`config.mk`:
```
export PLATFORM = sky130hd
export DESIGN_NAME = alu_ctrl_mdu
export DESIGN_NICKNAME = d
export VERILOG_FILES = /design/src/rtl/alu_ctrl_mdu.sv
export SDC_FILE = /design/constraint.sdc
export NUM_CORES = 1
export LEC_CHECK = 0
export CORE_AREA = 2 2 39 41
export DETAILED_ROUTE_END_ITERATION = 12
export DIE_AREA = 0 0 41 43
export PLACE_DENSITY = 0.75
export SYNTH_ARGS = -nofsm -noshare
export SYNTH_HDL_FRONTEND = slang
export SYNTH_SLANG_ARGS = --single-unit
```
`constraint.sdc`:
```
create_clock -name clk -period 1.9 [get_ports clk]
set_input_delay 0.285 -clock clk [delete_from_list [all_inputs] [get_ports clk]]
set_output_delay 0.285 -clock clk [all_outputs]
set_load 0.1 [all_outputs]
```
`src/rtl/alu_ctrl_mdu.sv`:
```
// -----------------------------------------------------------------------------
// alu_ctrl_mdu
//
// Decodes the ALU control code from the instruction class (aluOp) and the
// funct field or opcode (func). The code, the illegal flag and valid_out are
// registered. A multiply/divide launch handshake can optionally be built in.
//
// Compile-time option:
//   ALU_CTRL_MDU_EN - when defined, builds the IDLE/RUN/DONE sequencer and the
//                     counter that drive mdu_start, mdu_op, hilo_we and
//                     stall_out. When undefined, func 0x18-0x1B with aluOp=00
//                     decodes as illegal and the MDU outputs are tied to zero.
//
// Parameters:
//   CTRL_W      width of the ALU control code (>= 4); the code is zero-extended
//   MUL_CYCLES  busy cycles per multiply (>= 1)
//   DIV_CYCLES  busy cycles per divide (>= MUL_CYCLES)
//
// Ports:
//   clk        rising-edge clock
//   reset      synchronous active-high reset
//   valid_in   aluOp/func carry an instruction this cycle
//   aluOp      00 R-type, 01 I-type, 10 memory add, 11 reserved
//   func       R-type funct field or I-type opcode
//   flush      kills the instruction in this stage (no acceptance, no launch)
//   out        registered ALU control code
//   valid_out  out holds an instruction accepted in the previous cycle
//   illegal    registered; the accepted instruction did not decode
//   stall_out  upstream must hold; input is not accepted this cycle
//   mdu_start  one-cycle pulse launching the multiply/divide unit
//   mdu_op     00 mult, 01 multu, 10 div, 11 divu; held while busy
//   hilo_we    one-cycle HI/LO write-enable pulse at completion
// -----------------------------------------------------------------------------
module alu_ctrl_mdu #(
  parameter int CTRL_W     = 4,
  parameter int MUL_CYCLES = 4,
  parameter int DIV_CYCLES = 32
) (
  input  logic              clk,
  input  logic              reset,
  input  logic              valid_in,
  input  logic [1:0]        aluOp,
  input  logic [5:0]        func,
  input  logic              flush,
  output logic [CTRL_W-1:0] out,
  output logic              valid_out,
  output logic              illegal,
  output logic              stall_out,
  output logic              mdu_start,
  output logic [1:0]        mdu_op,
  output logic              hilo_we
);

  logic [3:0]        code_d;
  logic              illegal_d;
  logic              is_mdu_d;
  logic              accept;
  logic [CTRL_W-1:0] out_q;
  logic              illegal_q;
  logic              valid_q;

  // Combinational decode. Every path starts from a clean default so a
  // previous code can never leak into an unlisted encoding.
  always_comb begin
    code_d    = 4'b0000;
    illegal_d = 1'b0;
    is_mdu_d  = 1'b0;
    case (aluOp)
      2'b00: begin
        case (func)
          6'h20: code_d = 4'b0000;
          6'h22: code_d = 4'b0001;
          6'h24: code_d = 4'b0010;
          6'h27: code_d = 4'b0011;
          6'h25: code_d = 4'b0100;
          6'h2A: code_d = 4'b0101;
          6'h18, 6'h19, 6'h1A, 6'h1B: begin
`ifdef ALU_CTRL_MDU_EN
            code_d   = {2'b10, func[1:0]};
            is_mdu_d = 1'b1;
`else
            illegal_d = 1'b1;
`endif
          end
          default: illegal_d = 1'b1;
        endcase
      end
      2'b01: begin
        case (func)
          6'h08:   code_d = 4'b0000;
          6'h09:   code_d = 4'b0001;
          6'h0C:   code_d = 4'b0010;
          6'h0D:   code_d = 4'b0100;
          6'h0A:   code_d = 4'b0101;
          6'h04:   code_d = 4'b0110;
          6'h05:   code_d = 4'b0111;
          6'h01:   code_d = 4'b1100;
          default: illegal_d = 1'b1;
        endcase
      end
      2'b10:   code_d    = 4'b0000;
      default: illegal_d = 1'b1;
    endcase
  end

  assign accept = valid_in & ~stall_out & ~flush;

  // Decode result registers: out/illegal only move on acceptance.
  always_ff @(posedge clk) begin
    if (reset) begin
      out_q     <= '0;
      illegal_q <= 1'b0;
      valid_q   <= 1'b0;
    end else begin
      valid_q <= accept;
      if (accept) begin
        out_q     <= CTRL_W'(code_d);
        illegal_q <= illegal_d;
      end
    end
  end

  assign out       = out_q;
  assign illegal   = illegal_q;
  assign valid_out = valid_q;

`ifdef ALU_CTRL_MDU_EN
  localparam int CNT_W = $clog2(DIV_CYCLES + 1);
  localparam logic [CNT_W-1:0] MUL_LOAD = CNT_W'(MUL_CYCLES - 1);
  localparam logic [CNT_W-1:0] DIV_LOAD = CNT_W'(DIV_CYCLES - 1);

  typedef enum logic [1:0] {
    S_IDLE = 2'b00,
    S_RUN  = 2'b01,
    S_DONE = 2'b10
  } state_t;

  state_t           state_q;
  logic [CNT_W-1:0] cnt_q;
  logic             mdu_start_q;
  logic [1:0]       mdu_op_q;
  logic             hilo_we_q;

  // RUN lasts N cycles (counter N-1 down to 0), DONE one more, so the unit is
  // occupied N+1 cycles from the mdu_start cycle through the hilo_we cycle.
  always_ff @(posedge clk) begin
    if (reset) begin
      state_q     <= S_IDLE;
      cnt_q       <= '0;
      mdu_start_q <= 1'b0;
      mdu_op_q    <= 2'b00;
      hilo_we_q   <= 1'b0;
    end else begin
      mdu_start_q <= 1'b0;
      hilo_we_q   <= 1'b0;
      case (state_q)
        S_IDLE: begin
          if (accept && is_mdu_d) begin
            mdu_start_q <= 1'b1;
            mdu_op_q    <= func[1:0];
            // func[1] separates div/divu from mult/multu
            cnt_q       <= func[1] ? DIV_LOAD : MUL_LOAD;
            state_q     <= S_RUN;
          end
        end
        S_RUN: begin
          if (cnt_q == '0) begin
            state_q   <= S_DONE;
            hilo_we_q <= 1'b1;
          end else begin
            cnt_q <= cnt_q - CNT_W'(1);
          end
        end
        S_DONE:  state_q <= S_IDLE;
        default: state_q <= S_IDLE;
      endcase
    end
  end

  assign stall_out = (state_q != S_IDLE);
  assign mdu_start = mdu_start_q;
  assign mdu_op    = mdu_op_q;
  assign hilo_we   = hilo_we_q;
`else
  assign stall_out = 1'b0;
  assign mdu_start = 1'b0;
  assign mdu_op    = 2'b00;
  assign hilo_we   = 1'b0;
`endif

endmodule

```
==> results by group <==
Pwr
  • Sw Ratio: 38.9%
  • Worst vdd ir: 242 uV
  • Gate power share: 40.1%
  • Pint: 0.000256 W
  • Reg power frac: 31.5%
  • Net Switching: 0.000163 W
  • Power per cell area: 583 mW/mm^2
  • Clk pwr share: 28.5%
  • Leak: 0.286 nW

Yosys
  • Avg Inst Size Synth: 7.91 um^2
  • Post-synthesis cell area: 514 um^2
  • Most used DFF post-synth: dfxtp_1
  • Multiplexer share of the synthesized area: 1.95%
  • Asr flop ratio synth: 0%
  • Main combinational cell family by area after synthesis: simple AND/OR/NAND/NOR gates
  • Post-Synth Adder-Cell Area: 0%
  • Synth unique cells: 34
  • Cell taking the most area after synthesis: dfxtp_1
  • Synth Area in Compound Gates: 20.9%
  • Top cell type's share of synthesized area: 23.4%
  • #FFs+latches synth: 6
  • Simple-Gate Fraction of Synth Area: 40.1%
  • Cells after Synth: 65
  • Seq/Total Area, Yosys: 23.4%
  • Top post-synthesis cells by area: dfxtp_1 (23%), buf_4 (7.3%), nand2_1 (5.1%)
  • XOR/XNOR Fraction of Synth Area: 1.70%
  • Syn. warnings: 0
  • Number of synthesized flops with an enable pin: 0

Die
  • Die width: 41 um
  • Initial Util: 37.2%
  • Core area: 0.00138 mm^2
  • Number of core rows: 14
  • IO Count: 23
  • Die Y: 43 um
  • Die Area: 0.00176 mm^2

Timing
  • Final Setup Violations: 0
  • Final hold vios: 0
  • Clk_skew: 0 ps
  • Final period util: 82.2%
  • Min Hold Slack: 447 ps
  • Tmin final: 1560 ps
  • Post-route setup TNS: 0 ps
  • Slew Limit Fails: 0
  • RSZ-0062 raised after global routing: false
  • Fmax achieved: 0.640 GHz

GRT
  • Final global-route overflow total: 0
  • Vias in the first global route: 477
  • Largest net degree at the start of global routing: 11
  • Gr usage total: 15.6%
  • Antenna violations before repair: 0
  • First-pass GRT wire length: 1.93 mm

Routing
  • Number of remaining DRC errors: 0
  • Initial DRC Count: 5
  • Via density: 5.18
  • Total Wirelength: 1.17 mm
  • Routed Antenna Nets: 0
  • Vias after detailed routing: 539
  • Detailed Routing Iterations Pass 1: 4
  • Wirelength per Cell: 11.2 um

Run status
  • Outcome: complete, no violations

Clock tree
  • Max clock buf depth: 2
  • Clk root buf: clkbuf_4
  • CTS Sinks: 6
  • Clock-pin transition on the worst setup and hold timing paths: 40 ps
  • Htree depth: 1
  • CTS tree: done
  • Post-CTS Hold Buffers: 0
  • Cts bufs inserted: 3
  • Post-CTS setup buffers: 0
  • Post_cts resized: 0
  • Clock Latency Late Sink: 250 ps

Hold path
  • Worst hold start: illegal
  • Hold Path Class: reg2reg
  • Hold depth: 2
  • Worst Hold Path EP: illegal

Worst setup path
  • Crit Path Class: in2reg
  • RR Startpoint: out[0]
  • Worst EP arrival: 1730 ps
  • Register-to-Register Setup Slack: 1210 ps
  • Reg2reg path depth: 2
  • Worst setup SP type: input port
  • WP data required: 2070 ps
  • Crit end category: flip-flop
  • CP Max Fanout: 9
  • Reg2reg end: out[0]

Layout
  • Storage cell area: 120 um^2
  • Inserted Diodes: 0
  • Fill cells: 141
  • Multi-input gate area: 352 um^2
  • Area Growth Syn to Fin: 39.7%
  • Post-layout util: 51.9%
  • # nets final: 102
  • Share of cells above drive strength 1: 21.6%
  • Final Non-Filler Cells: 104

Placed design
  • IO buf count: 17
  • GP Congestion: 0.883
  • DPL Wire Length: 949 um
  • Dpl cells: 101

Run
  • Max-cap violations: 0
[kinds of logic (layout without fill, tap and decap cells)]
kind of cell / count (synthesis) / after routing
flops: 6 / 6
xor+xnor: 1 / 1
other cells: 1 / 5
compound gates: 14 / 14
mux: 1 / 1
buf+inv: 8 / 27
simple gates: 34 / 34
[per-layer routing]
layer  global-route usage [%]  vias up  share of wire [%]
li1                         -      281                  -
met1                     20.1      234                 46
met2                     24.4       22                 46
met3                     1.57        2                6.5
met4                     8.00        0                1.2
met5                        0        -                  0
[through the flow]
stage                     total power, W  setup slack, ps  cell area (um^2)
after floorplan                 0.000257              511               529
after global placement          0.000300             78.0               696
after detailed placement        0.000302             96.2               696
after CTS                       0.000421              344               718
after global routing            0.000441              300               718
final                           0.000419              337               718
[cells in the mapped netlist (2+ instances only)]
| master | count |
|---|---|
| a21oi_1 | 3 |
| nand2b_1 | 3 |
| nand2_1 | 7 |
| dfxtp_1 | 6 |
| and2b_1 | 2 |
| nor4bb_1 | 2 |
| buf_4 | 5 |
| nand4_1 | 4 |
| o21ai_1 | 2 |
| nor2_1 | 6 |
| nor3b_1 | 2 |
[power by group through the flow]
stage / Sequential [W] / Combinational (W) / Clock [W]
3_3_place_gp: 0.000134 / 0.000166 / 0
4_1_cts: 0.000132 / 0.000168 / 0.000121
5_1_grt: 0.000132 / 0.000178 / 0.000130
2_1_floorplan: 0.000161 / 0.0000959 / 0
6_report: 0.000132 / 0.000168 / 0.000119
3_5_place_dp: 0.000134 / 0.000168 / 0
[registers in the layout, indices dropped and copies added, names as in the netlist]
register and cells:
illegal 1, valid_out 1, out 4
[area by class of cell]
cell class	instances	area share (%)
Inverter	1	0.523
Timing Repair Buffer	23	27.9
Sequential cell	6	16.7
Tap cell	16	2.79
Multi-Input combinational cell	55	49.0
Clock buffer	3	3.14
[layout by cell type, fill, tap and decap left out, drive strengths merged, types with 2 or more instances in the layout]
cell / instances
conb: 5
nand2: 7
nor3b: 2
dfxtp: 6
and2b: 3
nand4: 4
nor2: 7
a21oi: 3
o21ai: 3
nor4bb: 2
nand2b: 3
nor2b: 2
buf: 12
clkdlybuf4s50: 11
clkbuf: 3
[worst max-delay path, cell delays in order]
cell             delay, ps
clkdlybuf4s50_1        630
and2b_2                210
a21oi_1                 40
o41a_1                 340
a311oi_2               230
[how the worst max path moves through the flow]
stage | slack [ps] | cells after the start | end | start
after global placement | 80 | 5 | out[0] | func[5]
final | 340 | 5 | out[0] | func[5]
after detailed placement | 100 | 5 | out[0] | func[5]
after global routing | 300 | 5 | out[0] | func[5]
after CTS | 340 | 5 | out[0] | func[5]
after floorplan | 510 | 2 | out[0] | out[0]
Note: power is estimated with default switching activity, not from simulation.
